==> src/rtl/mem_stage_pkg.sv <==
// Shared types and constants for the MEM pipeline stage controller.
package mem_stage_pkg;

    typedef enum logic [1:0] {
        IDLE = 2'd0,
        REQ  = 2'd1,
        WAIT = 2'd2,
        DONE = 2'd3
    } state_t;

    localparam logic [31:0] BUBBLE_PC_DEFAULT = 32'h1bfffffc;
    localparam logic [3:0]  WE_NONE           = 4'b0000;

endpackage

==> src/rtl/mem_stage_ctrl.sv <==
// MEM stage controller: takes one instruction from EXE, performs its data SRAM
// access (if any), and hands the writeback result to WB.
//
// state | meaning
// ------+---------------------------------------------------------------
// IDLE  | stage empty, ready to accept
// REQ   | one-cycle SRAM request for the latched load/store
// WAIT  | load outstanding, counting down the SRAM read latency
// DONE  | result presented to WB, held until ws_allowin
module mem_stage_ctrl
    import mem_stage_pkg::*;
#(
    parameter int          RD_LATENCY = 1,
    parameter logic [31:0] BUBBLE_PC  = BUBBLE_PC_DEFAULT
) (
    input  logic        clk,
    input  logic        rst,
    input  logic        es_valid,
    output logic        ms_allowin,
    input  logic        mem_en,
    input  logic [3:0]  data_sram_we_in,
    input  logic [31:0] rkd_value,
    input  logic [31:0] alu_result,
    input  logic        rf_we_in,
    input  logic [4:0]  rf_waddr_in,
    input  logic        rf_or_mem,
    input  logic [31:0] pc_in,
    output logic        data_sram_en,
    output logic [3:0]  data_sram_we,
    output logic [31:0] data_sram_addr,
    output logic [31:0] data_sram_wdata,
    input  logic [31:0] data_sram_rdata,
    output logic        ws_valid,
    input  logic        ws_allowin,
    output logic [31:0] ws_pc,
    output logic        ws_rf_we,
    output logic [4:0]  ws_rf_waddr,
    output logic [31:0] ws_rf_wdata
);

    localparam int            CW       = $clog2(RD_LATENCY + 1);
    localparam logic [CW-1:0] CNT_INIT = CW'(RD_LATENCY - 1);

    state_t        state, state_nxt;
    logic [CW-1:0] cnt;
    logic [3:0]    we_q;
    logic [31:0]   rkd_q;
    logic [31:0]   alu_q;
    logic [31:0]   pc_q;
    logic [31:0]   wdata_q;
    logic          rf_we_q;
    logic          rf_or_mem_q;
    logic [4:0]    waddr_q;
    logic          accept;

    assign ms_allowin = (state == IDLE) || ((state == DONE) && ws_allowin);
    // Bubble PCs are dropped without occupying the stage.
    assign accept     = es_valid && ms_allowin && (pc_in != BUBBLE_PC);

    always_ff @(posedge clk) begin
        if (rst) begin
            state       <= IDLE;
            cnt         <= '0;
            we_q        <= WE_NONE;
            rkd_q       <= '0;
            alu_q       <= '0;
            pc_q        <= '0;
            wdata_q     <= '0;
            rf_we_q     <= 1'b0;
            rf_or_mem_q <= 1'b0;
            waddr_q     <= '0;
        end else begin
            state <= state_nxt;
            if (accept) begin
                we_q        <= data_sram_we_in;
                rkd_q       <= rkd_value;
                alu_q       <= alu_result;
                pc_q        <= pc_in;
                wdata_q     <= alu_result;
                rf_we_q     <= rf_we_in;
                rf_or_mem_q <= rf_or_mem;
                waddr_q     <= rf_waddr_in;
            end
            if (state == REQ) begin
                cnt <= CNT_INIT;
            end else if (state == WAIT) begin
                if (cnt == '0) begin
                    wdata_q <= rf_or_mem_q ? data_sram_rdata : alu_q;
                end else begin
                    cnt <= cnt - 1'b1;
                end
            end
        end
    end

    always_comb begin
        state_nxt       = state;
        data_sram_en    = 1'b0;
        data_sram_we    = WE_NONE;
        data_sram_addr  = '0;
        data_sram_wdata = '0;
        ws_valid        = 1'b0;
        case (state)
            IDLE: begin
                if (accept) state_nxt = mem_en ? REQ : DONE;
            end
            REQ: begin
                data_sram_en    = 1'b1;
                data_sram_we    = we_q;
                data_sram_addr  = alu_q;
                data_sram_wdata = rkd_q;
                state_nxt       = (we_q != WE_NONE) ? DONE : WAIT;
            end
            WAIT: begin
                if (cnt == '0) state_nxt = DONE;
            end
            DONE: begin
                ws_valid = 1'b1;
                // A same-cycle accept replaces the retiring result with no bubble.
                if (ws_allowin) begin
                    if (accept) state_nxt = mem_en ? REQ : DONE;
                    else        state_nxt = IDLE;
                end
            end
            default: state_nxt = IDLE;
        endcase
    end

    assign ws_pc       = pc_q;
    assign ws_rf_we    = ws_valid && rf_we_q;
    assign ws_rf_waddr = waddr_q;
    assign ws_rf_wdata = wdata_q;

endmodule

==> config.mk <==
export PLATFORM = sky130hd
export DESIGN_NAME = mem_stage_ctrl
export DESIGN_NICKNAME = d
export VERILOG_FILES = /design/src/rtl/mem_stage_pkg.sv /design/src/rtl/mem_stage_ctrl.sv
export SDC_FILE = /design/constraint.sdc
export NUM_CORES = 1
export LEC_CHECK = 0
export CORE_ASPECT_RATIO = 1.75
export CORE_MARGIN = 3
export CORE_UTILIZATION = 44
export CTS_CLUSTER_DIAMETER = 40
export DETAILED_ROUTE_END_ITERATION = 12
export GPL_TIMING_DRIVEN = 1
export PLACE_DENSITY_LB_ADDON = 0.3
export SLEW_MARGIN = 20
export SYNTH_ARGS = -nofsm -noshare
export SYNTH_HDL_FRONTEND = slang
export SYNTH_SLANG_ARGS = --single-unit
==> constraint.sdc <==
create_clock -name clk -period 6.7 [get_ports clk]
set_input_delay 1.34 -clock clk [delete_from_list [all_inputs] [get_ports clk]]
set_output_delay 1.34 -clock clk [all_outputs]
set_load 0.02 [all_outputs]
==> reports/results.tsv, run 1 <==
stage	metric	value	unit
status	status	finished clean	
finish	# fillers	1040	
cts	CTS tree	yes	
place	I/O Buffers	284	
synth	synth top area cells	dfxtp_1 48%, nand2_1 14%, a21oi_1 12%, and2_1 7.3%, o221a_1 5.7%	
synth	Post-Synth Adder-Cell Area	0	%
synth	synthesized instance count	717	
cts	CTS Buf Count	17	
cts	CTS Buffer Depth	2	
synth	number of synthesis warnings	0	
timing	Final TNS setup	0	ns
grt	GRT Total Usage	25.8	%
cts	Clock transition at path regs	0.06	ns
worst_setup_path	Reg-to-Reg Start	state[1]$_SDFFE_PP0P_	
place	Placed Instance Area	8770	um^2
grt	grt ovf	0	
job	MaxCap Viol Count	0	
worst_setup_path	Worst path max stage delay	0.87	ns
finish	nets	1109	
finish	layout cells sized above 1	4.81	%
floorplan	I/O pins	285	
pwr	Max VDD drop	214	uV
timing	fin crit share	62.6	%
drt	Routed WL	19.3	mm
worst_setup_path	Buf/Inv on CP	2	
timing	Max transition margin	26.8	%
place	Placer Congestion	0.829	
worst_setup_path	CP Max Fanout	86	
finish	final instance area	9360	um^2
drt	routed len/inst	16.7	um
floorplan	Die Wd	93.7	um
synth	number of enable flip-flop cells after synthesis	0	
worst_setup_path	highest-delay cell along the critical path	a21bo_4	
timing	worst-margin pin slew	1.10	ns
timing	Fin. Hold Viols	0	
synth	most common cell in the synthesized netlist	nand2_1	
synth	register bit count reported by yosys	141	
grt	vias in the first global route	5980	
worst_setup_path	CP delay by family, top	simple AND/OR/NAND/NOR gates	
grt	first-pass GRT wire length	30.8	mm
timing	endpoints failing setup	0	
worst_setup_path	R2R cell count	6	
worst_setup_path	Required @ worst endpoint	7.02	ns
drt	DR pass1 iterations	4	
grt	pin count of the biggest net entering global routing	109	
worst_setup_path	RR Endpoint	alu_q[18]$_SDFFE_PP0N_	
synth	Synth Cell Area	5920	um^2
floorplan	num rows	55	
place	placed wire-length estimate	13.4	mm
cts	TritonCTS Sinks	141	
pwr	leakage	3.36	nW
floorplan	die height	159	um
finish	utilization after layout	71.6	%
worst_setup_path	Setup CP Type	in2reg	
synth	simple-gate area share of the yosys netlist	23.6	%
finish	register area	2820	um^2
floorplan	initial core utilization	45.3	%
cts	post-CTS resize count	0	
worst_setup_path	reg2reg setup slack	4.21	ns
synth	Mapped Nets	861	
synth	Synth Flop Type	dfxtp_1	
pwr	Overall Power	0.00241	W
timing	Final Max Tran Viols	0	
synth	area leader, netlist	dfxtp_1	
cts	H-tree Lvls	4	
drt	Residual DRC	0	
min_path	hold path depth	2	
synth	largest family of logic cells by synthesized area	simple AND/OR/NAND/NOR gates	
min_path	HP Class	reg2reg	
cts	Worst-Skew Late Latency	0.41	ns
synth	area fraction in compound gates after synthesis	18.5	%
min_path	Worst Hold Endpoint	rkd_q[15]$_SDFFE_PP0N_	
finish	Area Overhead vs Synth	58.0	%
finish	area of the multi-input gates	2840	um^2
worst_setup_path	critical path endpoint category	register	
worst_setup_path	Worst EP arrival	4.52	ns
synth	Synth Area in XOR/XNOR	0	%
grt	initial antenna violation count	2	
timing	unrepaired setup endpoints after global routing	false	
synth	register area share after synthesis	47.7	%
drt	routed vias	5965	
synth	Avg Cell Area, Syn	8.26	um^2
drt	DRT iter0 DRCs	234	
cts	setup bufs post-CTS	0	
drt	Post-DRT Antenna Nets	0	
floorplan	Die Area	14900	um^2
synth	Post-synth top cells	218 x nand2_1, 141 x a21oi_1, 141 x dfxtp_1	
drt	Via density	5.19	
timing	fmax	0.238	GHz
worst_setup_path	Cell Chain, Critical Path	clkdlybuf4s50_1 > or4bb_1 > nor4_2 > a21bo_4 > buf_4 > nand2_1 > a21oi_1	
pwr	Cell Pwr Density	257	nW/um^2
synth	Yosys cell types	29	
synth	FFs w/ async S/R, synth	0	%
synth	share of the synthesized area in the top cell type	47.7	%
cts	CTS Hold Bufs	0	
synth	mux cell area share after synthesis	5.41	%
timing	worst clock skew	0.00885	ns
floorplan	floorplan core area	13100	um^2
worst_setup_path	crit start category	primary input	
timing	minimum clock period after layout	4.19	ns
cts	CTS root buffer	clkbuf_16	
min_path	HP Start	rkd_q[15]$_SDFFE_PP0N_	
[how the worst max path moves through the flow]
stage	from	cells after the start	slack [ns]	endpoint
2_1_floorplan	pc_in[31]	8	3.49	ws_rf_wdata[0]$_SDFF_PP0_
3_3_place_gp	pc_in[31]	7	2.21	alu_q[22]$_SDFFE_PP0N_
3_5_place_dp	pc_in[23]	7	2.15	alu_q[20]$_SDFFE_PP0N_
4_1_cts	pc_in[23]	7	2.56	alu_q[12]$_SDFFE_PP0N_
5_1_grt	pc_in[23]	7	2.32	alu_q[30]$_SDFFE_PP0N_
6_report	pc_in[23]	7	2.51	alu_q[18]$_SDFFE_PP0N_
[cell type report]
class | count | area share [%]
antenna | 2 | 0.0535
tap | 171 | 2.29
timing repair buffer | 291 | 30.9
sequential | 141 | 30.2
multi-input combinational | 514 | 30.4
clock buffer | 21 | 4.92
clock inverter | 10 | 1.24
[per-stage QoR]
stage / instances / setup slack [ns] / hold slack (ns)
2_1_floorplan: 717 / 3.49 / 0.432
3_3_place_gp: 1117 / 2.21 / 0.432
3_5_place_dp: 1117 / 2.15 / 0.442
4_1_cts: 1148 / 2.56 / 0.450
5_1_grt: 1150 / 2.32 / 0.465
6_report: 1150 / 2.51 / 0.448
[metal layers]
layer / wire [um] / track usage, % / vias to the layer above
li1: - / - / 2918
met1: 7060 / 28.1 / 2761
met2: 9950 / 44.7 / 236
met3: 1390 / 7.90 / 50
met4: 851 / 12.3 / 0
met5: 0 / 0 / -
[tightest hold or removal path: stages (launching register included)]
cell and delay [ns]:
dfxtp_1 0.30, nand2_1 0.05, a21oi_1 0.05
[sequential cells by signal, summed over array words and instances, names as in the netlist]
| name | count |
|---|---|
| alu_q | 32 |
| ws_rf_waddr | 5 |
| rf_we_q | 1 |
| state | 2 |
| ws_pc | 32 |
| rkd_q | 32 |
| ws_rf_wdata | 32 |
| rf_or_mem_q | 1 |
| we_q | 4 |
[cell families (layout without fill, tap and decap cells)]
group	after synthesis	in the layout
other cells	0	2
flops	141	141
compound gates	177	177
simple gates	305	305
buf+inv	62	322
mux	32	32
[where the power goes]
group / switching [W] / total, W / internal, W
combinational: 0.000271 / 0.000527 / 0.000256
sequential: 0.0000503 / 0.000966 / 0.000916
clock: 0.000349 / 0.000914 / 0.000565
total: 0.000670 / 0.00241 / 0.00174
[placed cells by master (no fill, tap or decap), types with 2 or more instances in the layout]
| cell type | instances |
|---|---|
| dfxtp_1 | 140 |
| bufinv_16 | 2 |
| clkinvlp_4 | 2 |
| clkinv_2 | 3 |
| mux2i_1 | 32 |
| o221a_1 | 30 |
| clkbuf_16 | 17 |
| and2_1 | 69 |
| clkbuf_8 | 2 |
| nand4_1 | 5 |
| buf_4 | 7 |
| clkdlybuf4s50_1 | 283 |
| clkinv_4 | 3 |
| nand2_1 | 218 |
| a21oi_1 | 141 |
| diode_2 | 2 |
| clkbuf_1 | 2 |
Power figures use the tool's default switching activity.
==> run 2, diff against run 1 <==
- CORE_UTILIZATION: 44 -> 37
- clock period: 6.7 -> 3.5 ns (I/O delays scaled with it)
==> reports/results.tsv, run 2 (synthesis results as in run 1) <==
stage	metric	value	unit
finish	layout cells sized above 1	5.58	%
timing	worst clock skew	0.00757	ns
worst_setup_path	Cell Chain, Critical Path	nor2b_4 > buf_12 > and2_1 > clkdlybuf4s50_1	
finish	# fillers	1325	
worst_setup_path	CP delay by family, top	buffers and inverters	
worst_setup_path	crit start category	register	
drt	Post-DRT Antenna Nets	0	
timing	Fin. Hold Viols	0	
worst_setup_path	critical path endpoint category	output pin	
finish	Area Overhead vs Synth	60.8	%
finish	nets	1117	
timing	Max transition margin	27.2	%
min_path	hold path depth	2	
drt	Routed WL	19.3	mm
grt	GRT Total Usage	21.7	%
place	Placer Congestion	0.786	
cts	post-CTS resize count	0	
cts	TritonCTS Sinks	141	
pwr	leakage	3.43	nW
floorplan	floorplan core area	15500	um^2
drt	DR pass1 iterations	5	
pwr	clock share of power	38.9	%
place	placed wire-length estimate	13.5	mm
worst_setup_path	Buf/Inv on CP	2	
min_path	HP Start	rkd_q[2]$_SDFFE_PP0N_	
worst_setup_path	Required @ worst endpoint	2.80	ns
drt	DRT iter0 DRCs	263	
place	Placed Instance Area	8930	um^2
timing	Final TNS setup	0	ns
worst_setup_path	Worst EP arrival	2.51	ns
timing	hold slack	0.449	ns
status	status	finished clean	
grt	first-pass GRT wire length	30.4	mm
cts	Worst-Skew Late Latency	0.41	ns
cts	CTS Hold Bufs	0	
cts	Clock transition at path regs	0.06	ns
timing	worst-margin pin slew	1.09	ns
pwr	Cell Pwr Density	497	nW/um^2
worst_setup_path	CP Max Fanout	35	
cts	CTS Buffer Depth	2	
pwr	Sw Pwr	0.00133	W
grt	initial antenna violation count	1	
timing	fmax	0.312	GHz
worst_setup_path	highest-delay cell along the critical path	clkdlybuf4s50_1	
drt	routed vias	5928	
pwr	Max VDD drop	281	uV
finish	most frequent cells in the layout	283 x clkdlybuf4s50_1, 218 x nand2_1, 141 x a21oi_1	
worst_setup_path	reg2reg setup slack	1.38	ns
job	MaxCap Viol Count	0	
grt	pin count of the biggest net entering global routing	69	
drt	Residual DRC	0	
floorplan	Die Area	17600	um^2
cts	setup bufs post-CTS	0	
place	I/O Buffers	284	
pwr	Int Pwr	0.00340	W
worst_setup_path	Reg-to-Reg Start	state[1]$_SDFFE_PP0P_	
timing	fin crit share	91.6	%
min_path	HP Class	reg2reg	
pwr	Net Sw Frac	28.2	%
floorplan	initial core utilization	38.1	%
pwr	Combinational Power Share	22.1	%
floorplan	num rows	60	
cts	H-tree Lvls	4	
timing	minimum clock period after layout	3.21	ns
worst_setup_path	Setup crit start	state[0]$_SDFFE_PP0P_	
timing	endpoints failing setup	0	
timing	Final Max Tran Viols	0	
pwr	Reg power frac	39.0	%
cts	CTS Buf Count	17	
floorplan	I/O pins	285	
cts	CTS tree	yes	
drt	routed len/inst	16.5	um
cts	CTS root buffer	clkbuf_16	
worst_setup_path	Worst path max stage delay	0.64	ns
grt	vias in the first global route	5752	
timing	unrepaired setup endpoints after global routing	false	
worst_setup_path	RR Endpoint	ws_rf_wdata[30]$_SDFF_PP0_	
drt	Via density	5.06	
floorplan	Die Wd	102	um
floorplan	die height	173	um
worst_setup_path	Setup CP Type	reg2out	
worst_setup_path	R2R cell count	6	
grt	grt ovf	0	
finish	final instance area	9530	um^2
min_path	Worst Hold Endpoint	rkd_q[2]$_SDFFE_PP0N_	
finish	commonest non-fill, non-tap cell in the layout	clkdlybuf4s50_1	
[run 2: cell types whose count changed in the layout (fill, tap and decap cells not counted), sizes merged]
cell      delta
clkinvlp     +2
clkinv       -3
buf          +8
clkbuf       -2
diode        -1
bufinv       +1
inv          +2
[run 2: metrics by stage]
stage	total power, W	cells	setup slack [ns]	utilization, %
finish	0.00473	1172	0.293	61.3
CTS	0.00479	1171	0.246	61.3
global route	0.00493	1172	0.158	61.3
detailed placement	0.00293	1140	0.359	57.4
floorplan	0.00240	717	0.932	-
global placement	0.00292	1140	0.368	57.4
[run 2: final cells by class]
| type | count | area (um^2) | area share [%] |
|---|---|---|---|
| timing repair buffer | 299 | 3030 | 31.8 |
| multi-input combinational | 514 | 2840 | 29.8 |
| sequential | 141 | 2820 | 29.6 |
| clock buffer | 19 | 433 | 4.54 |
| tap | 186 | 233 | 2.44 |
| clock inverter | 12 | 164 | 1.72 |
| antenna | 1 | 2.50 | 0.0263 |
[run 2: how the worst max path moves through the flow]
| stage | endpoint | slack, ns | cells after the start |
|---|---|---|---|
| floorplan | ws_rf_wdata[0]$_SDFF_PP0_ | 0.93 | 8 |
| global placement | ws_rf_wdata[31]$_SDFF_PP0_ | 0.37 | 8 |
| detailed placement | ws_rf_wdata[31]$_SDFF_PP0_ | 0.36 | 8 |
| CTS | data_sram_wdata[8] | 0.25 | 4 |
| global route | data_sram_wdata[30] | 0.16 | 4 |
| finish | data_sram_wdata[9] | 0.29 | 4 |
[run 2: power by group through the flow]
stage,Combinational (W),Sequential (W),Clock (W)
after floorplan,0.000445,0.00196,0
after global placement,0.00104,0.00188,0
after detailed placement,0.00105,0.00188,0
after CTS,0.00106,0.00185,0.00188
after global routing,0.00113,0.00186,0.00194
final,0.00105,0.00185,0.00184
[run 2: worst register-to-register path: cells and delay by family, from the launching register on]
kind	cells	cell delay (ns)
AOI/OAI and AO/OA	4	0.82
buffers and inverters	1	0.55
DFF	1	0.37
and+or+nand+nor	1	0.32
[run 2: metal layers]
layer	wire [um]	share of wire, %	vias to the layer above	global-route usage [%]
met1	7330	38	2755	23.9
met4	412	2.1	0	6.77
met3	1420	7.3	25	6.40
met5	0	0	-	0
met2	10200	53	223	39.0
li1	-	-	2925	-
==> run 3, diff against run 2 <==
- CELL_PAD_IN_SITES_DETAIL_PLACEMENT: not set -> 0
- CELL_PAD_IN_SITES_GLOBAL_PLACEMENT: not set -> 1
- CORE_UTILIZATION: 37 -> 26
- PLACE_DENSITY_LB_ADDON: 0.3 -> 0.08
==> reports/results.tsv, run 3 (synthesis results as in run 1) <==
stage	metric	value	unit
timing	Max transition margin	54.7	%
finish	Area Overhead vs Synth	63.2	%
timing	Final Max Tran Viols	0	
finish	layout cells sized above 1	5.19	%
drt	routed len/inst	17.6	um
worst_setup_path	CP Max Fanout	29	
cts	CTS tree	yes	
timing	Fin. Hold Viols	0	
grt	initial antenna violation count	0	
finish	area of the multi-input gates	2840	um^2
cts	CTS root buffer	clkbuf_16	
pwr	leakage	3.45	nW
finish	Post-Layout Cell Count	1279	
drt	DR pass1 iterations	4	
drt	Via density	4.60	
cts	post-CTS resize count	0	
worst_setup_path	R2R cell count	6	
timing	minimum clock period after layout	3.08	ns
timing	unrepaired setup endpoints after global routing	false	
cts	CTS Buf Count	17	
pwr	Max VDD drop	247	uV
floorplan	floorplan core area	22300	um^2
finish	utilization after layout	43.5	%
worst_setup_path	highest-delay cell along the critical path	clkdlybuf4s50_1	
worst_setup_path	CP delay by family, top	buffers and inverters	
grt	GRT Total Usage	17.8	%
finish	# fillers	2329	
place	placed wire-length estimate	15.3	mm
status	status	finished clean	
floorplan	Die Area	24700	um^2
place	Placer Congestion	0.733	
floorplan	die height	206	um
grt	pin count of the biggest net entering global routing	81	
place	I/O Buffers	284	
worst_setup_path	critical path endpoint category	output pin	
floorplan	initial core utilization	26.6	%
cts	setup bufs post-CTS	0	
drt	routed vias	5888	
timing	Final TNS setup	0	ns
min_path	Worst Hold Endpoint	rkd_q[28]$_SDFFE_PP0N_	
grt	first-pass GRT wire length	34.0	mm
pwr	Cell Pwr Density	497	nW/um^2
worst_setup_path	Reg-to-Reg Start	state[1]$_SDFFE_PP0P_	
floorplan	Die Wd	120	um
cts	CTS Buffer Depth	2	
floorplan	num rows	72	
timing	fmax	0.324	GHz
timing	fin crit share	88.1	%
timing	worst clock skew	0.00973	ns
grt	grt ovf	0	
job	MaxCap Viol Count	0	
worst_setup_path	Worst EP arrival	2.38	ns
floorplan	I/O pins	285	
worst_setup_path	Required @ worst endpoint	2.80	ns
worst_setup_path	crit start category	register	
timing	hold slack	0.447	ns
drt	Post-DRT Antenna Nets	0	
timing	worst-margin pin slew	0.680	ns
min_path	HP Class	reg2reg	
finish	most frequent cells in the layout	283 x clkdlybuf4s50_1, 218 x nand2_1, 141 x a21oi_1	
drt	Residual DRC	0	
worst_setup_path	Worst path max stage delay	0.62	ns
worst_setup_path	Cell Chain, Critical Path	nor2b_4 > buf_12 > and2_1 > clkdlybuf4s50_1	
place	placed cell count	1247	
cts	TritonCTS Sinks	141	
worst_setup_path	RR Endpoint	ws_rf_wdata[30]$_SDFF_PP0_	
worst_setup_path	Buf/Inv on CP	2	
finish	commonest non-fill, non-tap cell in the layout	clkdlybuf4s50_1	
worst_setup_path	reg2reg setup slack	1.09	ns
drt	DRT iter0 DRCs	210	
grt	vias in the first global route	5836	
min_path	hold path depth	2	
finish	n_diodes	0	
finish	register area	2820	um^2
cts	CTS Hold Bufs	0	
worst_setup_path	Setup CP Type	reg2out	
pwr	Overall Power	0.00481	W
timing	endpoints failing setup	0	
cts	Worst-Skew Late Latency	0.42	ns
cts	H-tree Lvls	4	
drt	Routed WL	22.6	mm
min_path	HP Start	rkd_q[28]$_SDFFE_PP0N_	
cts	Clock transition at path regs	0.06	ns
finish	nets	1114	
[run 3: changes by cell type in the layout (fill, tap and decap cells not counted), sizes merged]
cell	previous run	this run
clkbuf	19	26
clkinvlp	4	0
diode	1	0
inv	2	0
buf	16	13
[run 3: worst register-to-register path, delay by kind of cell, from the launching register on]
family | cells | cell delay (ns)
compound gates | 4 | 1.15
buf+inv | 1 | 0.51
flops | 1 | 0.36
simple gates | 1 | 0.32
[run 3: metal layers]
| layer | part of all wire (%) | global-route usage, % |
|---|---|---|
| met1 | 37 | 18.2 |
| met2 | 55 | 33.5 |
| met3 | 6.8 | 6.05 |
| met4 | 1.6 | 5.90 |
| met5 | 0 | 0 |
[run 3: through the flow]
stage | instance area, um^2 | worst slack (ns)
finish | 9670 | 0.416
global route | 9670 | 0.275
CTS | 9670 | 0.314
detailed placement | 9050 | 0.269
global placement | 9050 | 0.284
floorplan | 5920 | 0.932
[run 3: worst max-delay path by stage]
stage                     cells after the start                         end                   from  slack, ns
after floorplan                               8   ws_rf_wdata[0]$_SDFF_PP0_              pc_in[31]       0.93
after global placement                        7  ws_rf_wdata[31]$_SDFF_PP0_              pc_in[31]       0.28
after detailed placement                      7  ws_rf_wdata[31]$_SDFF_PP0_              pc_in[31]       0.27
after CTS                                     4           data_sram_addr[1]  state[0]$_SDFFE_PP0P_       0.31
after global routing                          4         data_sram_wdata[20]  state[0]$_SDFFE_PP0P_       0.28
final                                         4           data_sram_addr[1]  state[0]$_SDFFE_PP0P_       0.42
[run 3: layout make-up]
type                    count  area share (%)
repair buffers            296            31.2
clock inverters             6            1.09
multi-input cells         514            29.4
clock buffers              26            5.27
well taps                 296            3.83
flip-flops and latches    141            29.2
[run 3: where the power goes]
group	internal (W)	switching (W)	total, W
clock	0.00121	0.000681	0.00190
sequential	0.00175	0.0000887	0.00184
combinational	0.000517	0.000553	0.00107
